[src/rtl/dsp_mac_pkg.sv]
// dsp_mac_pkg
// Shared definitions for the DSP multiply-accumulate sequencer:
//   - OPMODE encodings for the first term (Z=0) and later terms (Z=P)
//   - OPMODE bit index that selects post-adder subtraction
//   - sequencer FSM state type
//   - number of pipeline drain cycles after the last operand
// Ports: none (package).
package dsp_mac_pkg;

    localparam logic [7:0] OPM_FIRST    = 8'b0000_0001;  // X=M, Z=0
    localparam logic [7:0] OPM_ACC      = 8'b0000_1001;  // X=M, Z=P
    localparam int         OPM_SUB_BIT  = 7;
    localparam int         DRAIN_CYCLES = 2;

    typedef enum logic [2:0] {
        ST_IDLE,
        ST_RUN,
        ST_DRAIN,
        ST_CAPT,
        ST_RESULT
    } state_t;

    function automatic logic [7:0] opmode_for(input logic first, input logic sub);
        logic [7:0] opm;
        opm = first ? OPM_FIRST : OPM_ACC;
        opm[OPM_SUB_BIT] = sub;
        return opm;
    endfunction

endpackage

[src/rtl/dsp_mac_sat.sv]
// dsp_mac_sat
// Combinational reduction of the 48-bit DSP P output to the RES_W-bit result.
// Build option: DSP_MAC_SAT_EN
//   defined   -> signed saturation to [-2^(RES_W-1), 2^(RES_W-1)-1]
//   undefined -> plain truncation to P[RES_W-1:0] (wraps)
// Ports:
//   p    in  48     DSP P value (signed)
//   res  out RES_W  reduced signed result
module dsp_mac_sat
    import dsp_mac_pkg::*;
#(
    parameter int RES_W = 32
) (
    input  logic [47:0]      p,
    output logic [RES_W-1:0] res
);

`ifdef DSP_MAC_SAT_EN
    localparam logic signed [47:0] SAT_MAX = 48'sh7FFF_FFFF_FFFF >>> (48 - RES_W);
    localparam logic signed [47:0] SAT_MIN = ~SAT_MAX;

    always_comb begin
        res = p[RES_W-1:0];
        if ($signed(p) > SAT_MAX) begin
            res = SAT_MAX[RES_W-1:0];
        end else if ($signed(p) < SAT_MIN) begin
            res = SAT_MIN[RES_W-1:0];
        end
    end
`else
    // Upper P bits are intentionally dropped in wrap mode.
    logic unused_p_bits;
    assign unused_p_bits = ^p;
    assign res = p[RES_W-1:0];
`endif

endmodule

[src/rtl/dsp_mac_sequencer.sv]
// dsp_mac_sequencer
// Sequences one DSP multiply/post-add slice through an N-term signed MAC.
// The DSP itself lives beside this block at the top level; every DSP clock
// enable (CEA/CEB/CEM/CEP/CEOPMODE) is driven from dsp_ce so the whole slice
// advances in lockstep and freezes intact while no operand is offered.
// Build option: DSP_MAC_SAT_EN (saturating result reduction, see dsp_mac_sat).
//
// State table:
//   ST_IDLE   | waiting for a command, cmd_ready=1
//   ST_RUN    | streaming operand pairs into the DSP, in_ready=1
//   ST_DRAIN  | flushing M and P pipeline registers (DRAIN_CYCLES cycles)
//   ST_CAPT   | registering the reduced P value into res_data
//   ST_RESULT | res_valid=1 until res_ready
//
// Ports:
//   clk, rst              clock, synchronous active-high reset
//   cmd_valid/cmd_ready   command handshake; cmd_len terms, cmd_sub negates
//   in_valid/in_ready     operand handshake; in_a, in_b signed 18-bit
//   res_valid/res_ready   result handshake; res_data signed RES_W-bit
//   dsp_a, dsp_b          DSP A/B inputs
//   dsp_opmode            DSP OPMODE input
//   dsp_ce                common DSP clock enable
//   dsp_p                 DSP P output
//   busy                  high whenever not idle
module dsp_mac_sequencer
    import dsp_mac_pkg::*;
#(
    parameter int CNT_W = 8,
    parameter int RES_W = 32
) (
    input  logic             clk,
    input  logic             rst,
    input  logic             cmd_valid,
    output logic             cmd_ready,
    input  logic [CNT_W-1:0] cmd_len,
    input  logic             cmd_sub,
    input  logic             in_valid,
    output logic             in_ready,
    input  logic [17:0]      in_a,
    input  logic [17:0]      in_b,
    output logic             res_valid,
    input  logic             res_ready,
    output logic [RES_W-1:0] res_data,
    output logic [17:0]      dsp_a,
    output logic [17:0]      dsp_b,
    output logic [7:0]       dsp_opmode,
    output logic             dsp_ce,
    input  logic [47:0]      dsp_p,
    output logic             busy
);

    localparam logic [1:0] DRAIN_LOAD = 2'(DRAIN_CYCLES - 1);

    state_t           state, state_nxt;
    logic [CNT_W-1:0] len_q;
    logic [CNT_W-1:0] term_cnt;
    logic             sub_q;
    logic [1:0]       drain_cnt;
    logic             last_term;
    logic [RES_W-1:0] p_reduced;

    assign last_term = (term_cnt == len_q - CNT_W'(1));
    assign busy      = (state != ST_IDLE);

    dsp_mac_sat #(.RES_W(RES_W)) u_sat (
        .p   (dsp_p),
        .res (p_reduced)
    );

    always_ff @(posedge clk) begin
        if (rst) begin
            state <= ST_IDLE;
        end else begin
            state <= state_nxt;
        end
    end

    always_comb begin
        state_nxt = state;
        cmd_ready = 1'b0;
        in_ready  = 1'b0;
        res_valid = 1'b0;
        dsp_ce    = 1'b0;
        dsp_a     = '0;
        dsp_b     = '0;
        unique case (state)
            ST_IDLE: begin
                cmd_ready = 1'b1;
                if (cmd_valid) begin
                    state_nxt = (cmd_len == '0) ? ST_RESULT : ST_RUN;
                end
            end
            ST_RUN: begin
                in_ready = 1'b1;
                dsp_a    = in_a;
                dsp_b    = in_b;
                dsp_ce   = in_valid;
                if (in_valid && last_term) begin
                    state_nxt = ST_DRAIN;
                end
            end
            ST_DRAIN: begin
                dsp_ce = 1'b1;
                if (drain_cnt == '0) begin
                    state_nxt = ST_CAPT;
                end
            end
            ST_CAPT: begin
                state_nxt = ST_RESULT;
            end
            ST_RESULT: begin
                res_valid = 1'b1;
                if (res_ready) begin
                    state_nxt = ST_IDLE;
                end
            end
            default: state_nxt = ST_IDLE;
        endcase
    end

    // The OPMODE register only moves when an operand is accepted, so during
    // drain it keeps the type of the final term that is still in flight.
    always_ff @(posedge clk) begin
        if (rst) begin
            len_q      <= '0;
            sub_q      <= 1'b0;
            term_cnt   <= '0;
            drain_cnt  <= '0;
            dsp_opmode <= '0;
            res_data   <= '0;
        end else begin
            unique case (state)
                ST_IDLE: begin
                    if (cmd_valid) begin
                        len_q    <= cmd_len;
                        sub_q    <= cmd_sub;
                        term_cnt <= '0;
                        if (cmd_len == '0) begin
                            res_data <= '0;
                        end
                    end
                end
                ST_RUN: begin
                    if (in_valid) begin
                        term_cnt   <= term_cnt + CNT_W'(1);
                        dsp_opmode <= opmode_for(term_cnt == '0, sub_q);
                        drain_cnt  <= DRAIN_LOAD;
                    end
                end
                ST_DRAIN: begin
                    if (drain_cnt != '0) begin
                        drain_cnt <= drain_cnt - 2'd1;
                    end
                end
                ST_CAPT: begin
                    res_data <= p_reduced;
                end
                default: begin
                end
            endcase
        end
    end

endmodule
[config.mk]
export PLATFORM = sky130hd
export DESIGN_NAME = dsp_mac_sequencer
export DESIGN_NICKNAME = d
export VERILOG_FILES = /design/src/rtl/dsp_mac_pkg.sv /design/src/rtl/dsp_mac_sat.sv /design/src/rtl/dsp_mac_sequencer.sv
export SDC_FILE = /design/constraint.sdc
export NUM_CORES = 1
export LEC_CHECK = 0
export ABC_AREA = 0
export CORE_ASPECT_RATIO = 1.5
export CORE_MARGIN = 3
export CORE_UTILIZATION = 36
export CTS_CLUSTER_DIAMETER = 50
export DETAILED_ROUTE_END_ITERATION = 16
export PLACE_DENSITY = 0.8
export SYNTH_ARGS = -nofsm -noshare
export SYNTH_HDL_FRONTEND = slang
export SYNTH_SLANG_ARGS = --single-unit
[constraint.sdc]
create_clock -name clk -period 2.85 [get_ports clk]
set_clock_uncertainty 0.2 [all_clocks]
set_input_delay 0.855 -clock clk [delete_from_list [all_inputs] [get_ports clk]]
set_output_delay 0.855 -clock clk [all_outputs]
set_load 0.005 [all_outputs]
---- Word level (Yosys, flattened, before mapping) ----
Index checks and enable logic that the tools add are counted.
word-level totals
  flip-flop bits (word level) ............. 62
  bits in latches ......................... 0
  RAM bits ................................ 0
  ROM bits ................................ 0
  input port bits ......................... 98
  output and inout bits ................... 81
  logic and storage cells ................. 60
  memories ................................ 0
operators by class
  add/sub/neg operators ................... 3
  multipliers ............................. 0
  divide/modulo/power cells ............... 0
  $lt $le $gt $ge ......................... 0
  equality and inequality tests ........... 12
  shift-type cells ........................ 0
  mux-type cells .......................... 22
  bitwise operators ....................... 0
  reduce and logical (&&, ||, !) cells .... 16
operators with widths
  cell                                                                    number
  32-bit two-way mux                                                      2
  32-bit one-hot mux with 2 select lines                                  1
  18-bit two-way mux                                                      2
  8-bit zero test                                                         2
  8-bit two-way mux                                                       2
  8-bit one-hot mux with 2 select lines                                   1
  3-bit two-way mux                                                       5
  3-bit one-hot mux with 5 select lines                                   1
  2-bit inequality test (second input constant)                           7
  3-bit AND reduction                                                     3
  8-bit by 1-bit adder with 8-bit output (second input constant)          1
  8-bit equality test                                                     1
  2-bit nonzero test                                                      4
  8-bit by 1-bit subtractor with 8-bit output (second input constant)     1
  3-bit by 2-bit equality test with 1-bit output (second input constant)  2
  2-bit two-way mux                                                       2
  4-bit two-way mux                                                       1
  2-bit one-hot mux with 2 select lines                                   1
  2-bit AND reduction                                                     2
  4-bit AND reduction                                                     1
  3-bit by 1-bit equality test with 1-bit output (second input constant)  1
  3-bit equality test (second input constant)                             1
  3-bit zero test                                                         1
  1-bit two-way mux                                                       3
  other kinds (5)                                                         5

---- Longest topological paths before layout ----
Gate-level depths: netlist of the first run.
  word-level depth ........................ 5
  gate-level depth with buffers ........... 8

---- By module ----
From an unflattened synthesis of the first run, not the netlist that was laid out.
unflattened totals
  cell total of the unflattened synthesis .. 359
  area, all modules ....................... 2,962.8 um^2
by module, submodules not included
  module             instances  cells an instance  area each (um^2)
  dsp_mac_sequencer  1          327                2,722.6
  dsp_mac_sat        1          32                 240.2

---- Worst setup path before layout of the first run ----
OpenSTA, ideal clock, no wires.
  kind .................................... flip-flop to output port
  from .................................... register state[0]
  to ...................................... output dsp_a[0]
  arrival time ............................ 1.355 ns
  required time ........................... 1.795 ns
  setup slack ............................. 0.440 ns
  cell stages (with the launch flop) ...... 6
  path through ............................ dfxtp_1 -> buf_2 -> nor3b_1 -> clkbuf_1 -> clkbuf_1 -> and2_1
on the way
  word-level cells in the longest chain between the ends .. 2
ends and longest elaborated chain
  item                                            RTL line                 source
  start, declared                                 dsp_mac_sequencer.sv:54  state_t state, state_nxt;
  start signal, assigned                          dsp_mac_sequencer.sv:74  state <= state_nxt;
  3-bit by 1-bit equality test with 1-bit output  dsp_mac_sequencer.sv:86  unique case (state)
  18-bit two-way mux                              dsp_mac_sequencer.sv:86
  end, declared                                   dsp_mac_sequencer.sv:44  output logic [17:0] dsp_a,
Every way passes these cells.

---- Worst setup path after layout of the first run ----
  from .................................... input in_a[1]
  to ...................................... output dsp_a[1]
on the way
  word-level cells in the longest chain between the ends .. 1
ends and longest elaborated chain
  item                RTL line                 source
  start, declared     dsp_mac_sequencer.sv:39  input logic [17:0] in_a,
  18-bit two-way mux  dsp_mac_sequencer.sv:86
Every way passes these cells.

==> results by group, run 1 <==
Finish
  • Nets: 586
  • Area delta synth->final: 68.4%
  • Share of cells above drive strength 1: 0.0838
  • Core Util, Final: 0.630
  • # diodes: 0

Timing
  • Fin crit share: 0.959
  • RSZ-0062 raised after global routing: false
  • Tmin final: 2.73 ns
  • Final Hold Slack: 0.252 ns
  • Setup TNS: 0 ns
  • Final worst setup slack: 0.117 ns
  • Hold Vio Cnt, Final: 0
  • Final count of negative-setup-slack endpoints: 0
  • Slew Viols, Final: 0
  • Fmax: 366 MHz

Route
  • DRC violations left: 0
  • Via density: 4.82
  • Iter 0 DRT Violations: 108
  • Antenna Nets Post-Route: 0
  • Via count: 2840
  • Routed WL per cell: 14.1 um
  • 1st-pass router iterations: 4
  • WL final: 8.30 mm

Synthesis
  • Netlist cell types: 46
  • Syn Inst Count: 327
  • Yosys Warn Count: 0
  • Post-synth EDFFs: 0
  • Dominant cells by area after synthesis: dfxtp_1 42%, a22oi_1 9.1%, and2_1 8.7%
  • Avg Inst Size Synth: 8.33 um2
  • Most frequent cell after synthesis: dfxtp_1
  • Seq cells post-synth: 57
  • Share of synthesized registers carrying an async set or reset: 0
  • Post-synth top cells: 57 x dfxtp_1, 55 x nor2_1, 38 x and2_1
  • Share of the synthesized area in the top cell type: 0.419
  • Area leader, netlist: dfxtp_1
  • Post-synthesis sequential area ratio: 0.419
  • Syn Std Cell Area: 2720 um2
  • Primary FF master, synth: dfxtp_1

CTS
  • Num Clock Sinks: 57
  • CTS tree: yes
  • TritonCTS buffer count: 9
  • H-tree Lvls: 3
  • Clk_lat worst skew: 0.34 ns
  • Root buffer cell: clkbuf_8
  • Post-CTS setup buffer count: 0
  • Hold buffer count at cts: 0
  • Clk buf depth: 2
  • Clock-pin slew of the registers on the worst-case setup and hold paths: 0.06 ns

Global routing
  • Antenna violations before repair: 0
  • Overflow after GRT: 0
  • Global-route wire length before repair: 13.5 mm
  • Vias in the first global route: 2815
  • Overall routing resource usage: 0.194
  • Pin count of the biggest net entering global routing: 38

Placement
  • Detailed placer's ending HPWL: 6.42 mm
  • DP Worst Slack: -0.384 ns
  • IO Port Bufs: 157
  • Placer's final routability congestion estimate: 0.836

Setup path
  • Internal reg-to-reg setup slack: 0.29 ns
  • CP endpoint kind: output pin
  • FF-to-FF path depth: 8
  • Worst r2r src: len_q[0]$_SDFFE_PP0P_
  • Worst Path Class, Setup: in2out
  • Worst Setup SP: in_a[1]
  • RR Endpoint: state[2]$_SDFFE_PP0P_
  • Crit Path Max Fanout: 1
  • CP startpoint kind: primary input
  • Data required, critical path: 1.80 ns
  • CP endpoint: dsp_a[1]
  • Worst Path Arrival: 1.68 ns

Floorplanning
  • Initial Utilization: 0.374
  • Total I/O pin count: 179
  • Die X: 77.0 um
  • Die H: 113 um
  • Site row count: 38
  • Core Area: 7270 um2
  • Die ar.: 8660 um2

Run status
  • Outcome: completed

Power
  • Total power after layout: 1.86 mW
  • LEAKAGE: 1.89 nW
  • Worst vdd ir: 0.264 mV
  • Cell Pwr Density: 407 nW/um2

Flow run
  • Max-cap violations: 0

Worst hold path
  • Min-delay worst type: reg2reg
logic make-up (layout without fill, tap and decap cells):
group,after synthesis,after routing,share of synthesized area
mux,3,3,0.0115
compound gates,61,61,0.155
flops,57,57,0.419
simple gates,148,148,0.281
buf+inv,38,196,0.0648
fa+ha+maj,4,4,0.0184
xor+xnor,15,15,0.0483
other cells,1,5,0.00138
how the worst min path moves through the flow:
stage                  startpoint                         end  slack (ns)  cells after the start
2_1_floorplan  sub_q$_SDFFE_PP0P_  dsp_opmode[7]$_SDFFE_PP0P_        0.23                      2
3_3_place_gp   sub_q$_SDFFE_PP0P_  dsp_opmode[7]$_SDFFE_PP0P_        0.24                      2
3_5_place_dp   sub_q$_SDFFE_PP0P_  dsp_opmode[7]$_SDFFE_PP0P_        0.24                      2
4_1_cts        sub_q$_SDFFE_PP0P_  dsp_opmode[7]$_SDFFE_PP0P_        0.25                      2
5_1_grt        sub_q$_SDFFE_PP0P_  dsp_opmode[7]$_SDFFE_PP0P_        0.29                      2
6_report       sub_q$_SDFFE_PP0P_  dsp_opmode[7]$_SDFFE_PP0P_        0.25                      2
final cells by class:
class | instances | area (um2)
repair buffers | 171 | 1650
inverters | 9 | 33.8
fillers | 631 | 2690
clock buffers | 11 | 151
well taps | 100 | 125
flip-flops and latches | 57 | 1140
multi-input cells | 236 | 1450
clock inverters | 5 | 38.8
sequential cells by signal (all words and copies together), names as in the netlist:
register,cells
drain_cnt,2
dsp_opmode,3
len_q,8
res_data,32
state,3
sub_q,1
term_cnt,8
metal layers:
layer / track usage / vias to the layer above / wire length [um]
met4: 0.0546 / 0 / 69
li1: - / 1410 / -
met1: 0.197 / 1296 / 3120
met2: 0.366 / 128 / 4430
met5: 0 / - / 0
met3: 0.0730 / 6 / 684
power by group:
| part | total [mW] | internal, mW | switching [mW] |
|---|---|---|---|
| Sequential | 0.822 | 0.810 | 0.0123 |
| Combinational | 0.334 | 0.207 | 0.128 |
| Clock | 0.708 | 0.365 | 0.343 |
| Total | 1.86 | 1.38 | 0.483 |
placed cells by master (no fill, tap or decap), types with 2 or more instances in the layout:
master / n
ha_1: 4
a22oi_1: 33
xnor2_1: 5
buf_12: 2
clkdlybuf4s50_1: 118
and3_1: 2
and2_1: 38
nor2_1: 55
clkinvlp_4: 4
conb_1: 5
or4_1: 2
nand2_1: 23
xor2_1: 10
nand2b_1: 3
inv_1: 9
a21oi_1: 15
dlygate4sd2_1: 38
mux2i_1: 2
dfxtp_1: 57
nor3_1: 5
a211oi_1: 3
buf_4: 12
nand3_1: 3
nand4_1: 3
clkbuf_8: 11
per-stage QoR:
step,area (um2),std cells
6_report,4590,589
5_1_grt,4590,589
4_1_cts,4570,589
2_1_floorplan,2740,331
3_5_place_dp,4430,573
3_3_place_gp,4430,573
critical path, cell delays in order:
cell,delay (ns)
clkdlybuf4s50_1,0.46
and2_1,0.12
dlygate4sd2_1,0.24
timing repair:
item                       CTS  global route
pin swaps                    2             0
setup endpoints to repair   39             1
gates resized for setup     39             2
No activity file was read; power rests on OpenSTA's default activity.
==> run 2: changes to the inputs <==
Settings changed: SETUP_SLACK_MARGIN from default to 0.2, SKIP_CTS_REPAIR_TIMING from default to 1.
==> run 2 against run 1 <==
Flip-flop and latch count unchanged. Clock-buffer cell count stayed put. Maximum frequency grew 2.5%. Sequential power barely moved. Clock power about the same. Largest power group unchanged. Via count up 2.3%. Non-clock buffer count grew 8. Register-to-register slack better by 0.07 ns. Wire length increased by 9.2%.
==> results by group, run 2 (synthesized netlist as in run 1, its figures left out) <==
Finish
  • # diodes: 0 (unchanged)
  • Top reg by flops: res_data (unchanged)
  • Most common cell after layout, fill and taps aside: clkdlybuf4s50_1 (unchanged)
  • Core Util, Final: 0.666 (was 0.630)
  • Share of cells above drive strength 1: 0.129 (was 0.0838)
  • Max FFs per register: 32 (unchanged)
  • Most frequent cells in the layout: 113 x clkdlybuf4s50_1, 54 x nor2_1, 53 x dfxtp_1, 39 x dlymetal6s2s_1, 37 x and2_1 (was 118 x clkdlybuf4s50_1, 57 x dfxtp_1, 55 x nor2_1, 38 x and2_1, 38 x dlygate4sd2_1)
  • Area delta synth->final: 77.9% (was 68.4%)
  • Biggest regs: res_data x32, len_q x8, term_cnt x8 (unchanged)
  • Finished Cell Area: 4840 um2 (was 4590 um2)
  • Nets: 594 (was 586)

Worst hold path
  • Min-delay worst type: reg2reg (unchanged)
  • HP Start: sub_q$_SDFFE_PP0P_ (unchanged)

Setup path
  • CP endpoint kind: output pin (unchanged)
  • Worst Path Class, Setup: in2out (unchanged)
  • Crit-path cells: clkdlybuf4s50_1 > and2_1 > dlymetal6s2s_1 (was clkdlybuf4s50_1 > and2_1 > dlygate4sd2_1)
  • Worst path max stage delay: 0.48 ns (was 0.46 ns)
  • Worst r2r src: len_q[1]$_SDFFE_PP0P_ (was len_q[0]$_SDFFE_PP0P_)
  • Worst Setup SP: in_a[11] (was in_a[1])
  • Slowest CP cell: clkdlybuf4s50_1 (unchanged)
  • CP startpoint kind: primary input (unchanged)
  • Top cell family by delay on the critical path: buffers and inverters (unchanged)
  • Crit Path Max Fanout: 1 (unchanged)
  • Worst Path Arrival: 1.61 ns (was 1.68 ns)
  • Data required, critical path: 1.80 ns (about the same)
  • Critical path buffer and inverter count: 2 (unchanged)

Route
  • Via density: 4.87 (was 4.82)
  • Routed WL per cell: 15.2 um (was 14.1 um)
  • Antenna Nets Post-Route: 0 (unchanged)
  • 1st-pass router iterations: 4 (unchanged)
  • Iter 0 DRT Violations: 130 (was 108)
  • DRC violations left: 0 (unchanged)
  • WL final: 9.06 mm (was 8.30 mm)
  • Via count: 2905 (was 2840)

Global routing
  • Overflow after GRT: 0 (unchanged)
  • Overall routing resource usage: 0.194 (unchanged)
  • Antenna violations before repair: 0 (unchanged)
  • Pin count of the biggest net entering global routing: 38 (unchanged)
  • Global-route wire length before repair: 13.5 mm (unchanged)
  • Vias in the first global route: 2819 (was 2815)

Power
  • Cell Pwr Density: 394 nW/um2 (was 407 nW/um2)
  • Worst vdd ir: 0.267 mV (was 0.264 mV)
  • LEAKAGE: 2.41 nW (was 1.89 nW)
  • Total power after layout: 1.91 mW (was 1.86 mW)

CTS
  • Clock-pin slew of the registers on the worst-case setup and hold paths: 0.06 ns (about the same)
  • CTS tree: yes (unchanged)
  • Num Clock Sinks: 57 (unchanged)
  • Clk buf depth: 2 (unchanged)
  • Clk_lat worst skew: 0.33 ns (was 0.34 ns)
  • H-tree Lvls: 3 (unchanged)
  • TritonCTS buffer count: 9 (unchanged)
  • Root buffer cell: clkbuf_8 (unchanged)

Timing
  • Slew Viols, Final: 0 (unchanged)
  • Fmax: 375 MHz (was 366 MHz)
  • Tmin final: 2.67 ns (was 2.73 ns)
  • Final count of negative-setup-slack endpoints: 0 (unchanged)
  • Setup TNS: 0 ns (unchanged)
  • RSZ-0062 raised after global routing: false (unchanged)
  • Fin crit share: 0.936 (was 0.959)
  • Hold Vio Cnt, Final: 0 (unchanged)
  • Final Hold Slack: 0.250 ns (was 0.252 ns)

Floorplanning
  • Initial Utilization: 0.374 (unchanged)
  • Die ar.: 8660 um2 (unchanged)
  • Total I/O pin count: 179 (unchanged)
  • Die X: 77.0 um (unchanged)
  • Die H: 113 um (unchanged)
  • Core Area: 7270 um2 (unchanged)
  • Site row count: 38 (unchanged)

Run status
  • Outcome: completed (unchanged)

Flow run
  • Max-cap violations: 0 (unchanged)

Placement
  • Post-DP Area: 4430 um2 (unchanged)
  • Placer's final routability congestion estimate: 0.836 (unchanged)
  • Detailed placer's ending HPWL: 6.42 mm (unchanged)
  • IO Port Bufs: 157 (unchanged)
==> run 2: cell count changes in the layout (fill, tap and decap cells not counted), sizes merged <==
cell,previous run,this run
buf,15,22
clkbuf,11,16
clkdlybuf4s50,118,113
dlygate4sd2,38,0
dlymetal6s2s,0,39
==> run 2: metrics by stage <==
step           setup slack [ns]  cells
2_1_floorplan             0.440    331
3_3_place_gp             -0.383    573
3_5_place_dp             -0.384    573
4_1_cts                  -0.393    589
5_1_grt                   0.171    597
6_report                  0.183    597
==> run 2: power breakdown <==
group          leakage [nW]  switching (mW)  internal, mW
logic                  1.87           0.145         0.236
registers             0.463          0.0125         0.811
clock network        0.0842           0.340         0.365
==> run 2: worst paths after layout <==
kind | endpoint | slack (ns) | cells after the start
setup / recovery | dsp_a[11] | 0.18 | 3
hold / removal | dsp_opmode[7]$_SDFFE_PP0P_ | 0.25 | 2
setup reg to reg | state[2]$_SDFFE_PP0P_ | 0.36 | 8
hold reg to reg | dsp_opmode[7]$_SDFFE_PP0P_ | 0.25 | 2
==> run 2: final cells by class <==
| class | count | area, um2 |
|---|---|---|
| sequential | 57 | 1150 |
| clock inverter | 5 | 38.8 |
| timing repair buffer | 179 | 1860 |
| multi-input combinational | 236 | 1490 |
| inverter | 9 | 33.8 |
| tap | 100 | 125 |
| clock buffer | 11 | 151 |
| fill | 572 | 2430 |
==> run 2: tightest hold or removal path: cells and delay by family, from the launching register on <==
family	cells	cell delay (ns)
simple gates	1	0.05
flops	1	0.31
compound gates	1	0.05
==> run 2: per-layer routing <==
metal	GRT usage	vias up	share of wire
met1	0.197	1350	0.36
met2	0.366	119	0.55
met5	0	-	0
met3	0.0714	8	0.077
li1	-	1428	-
met4	0.0546	0	0.010
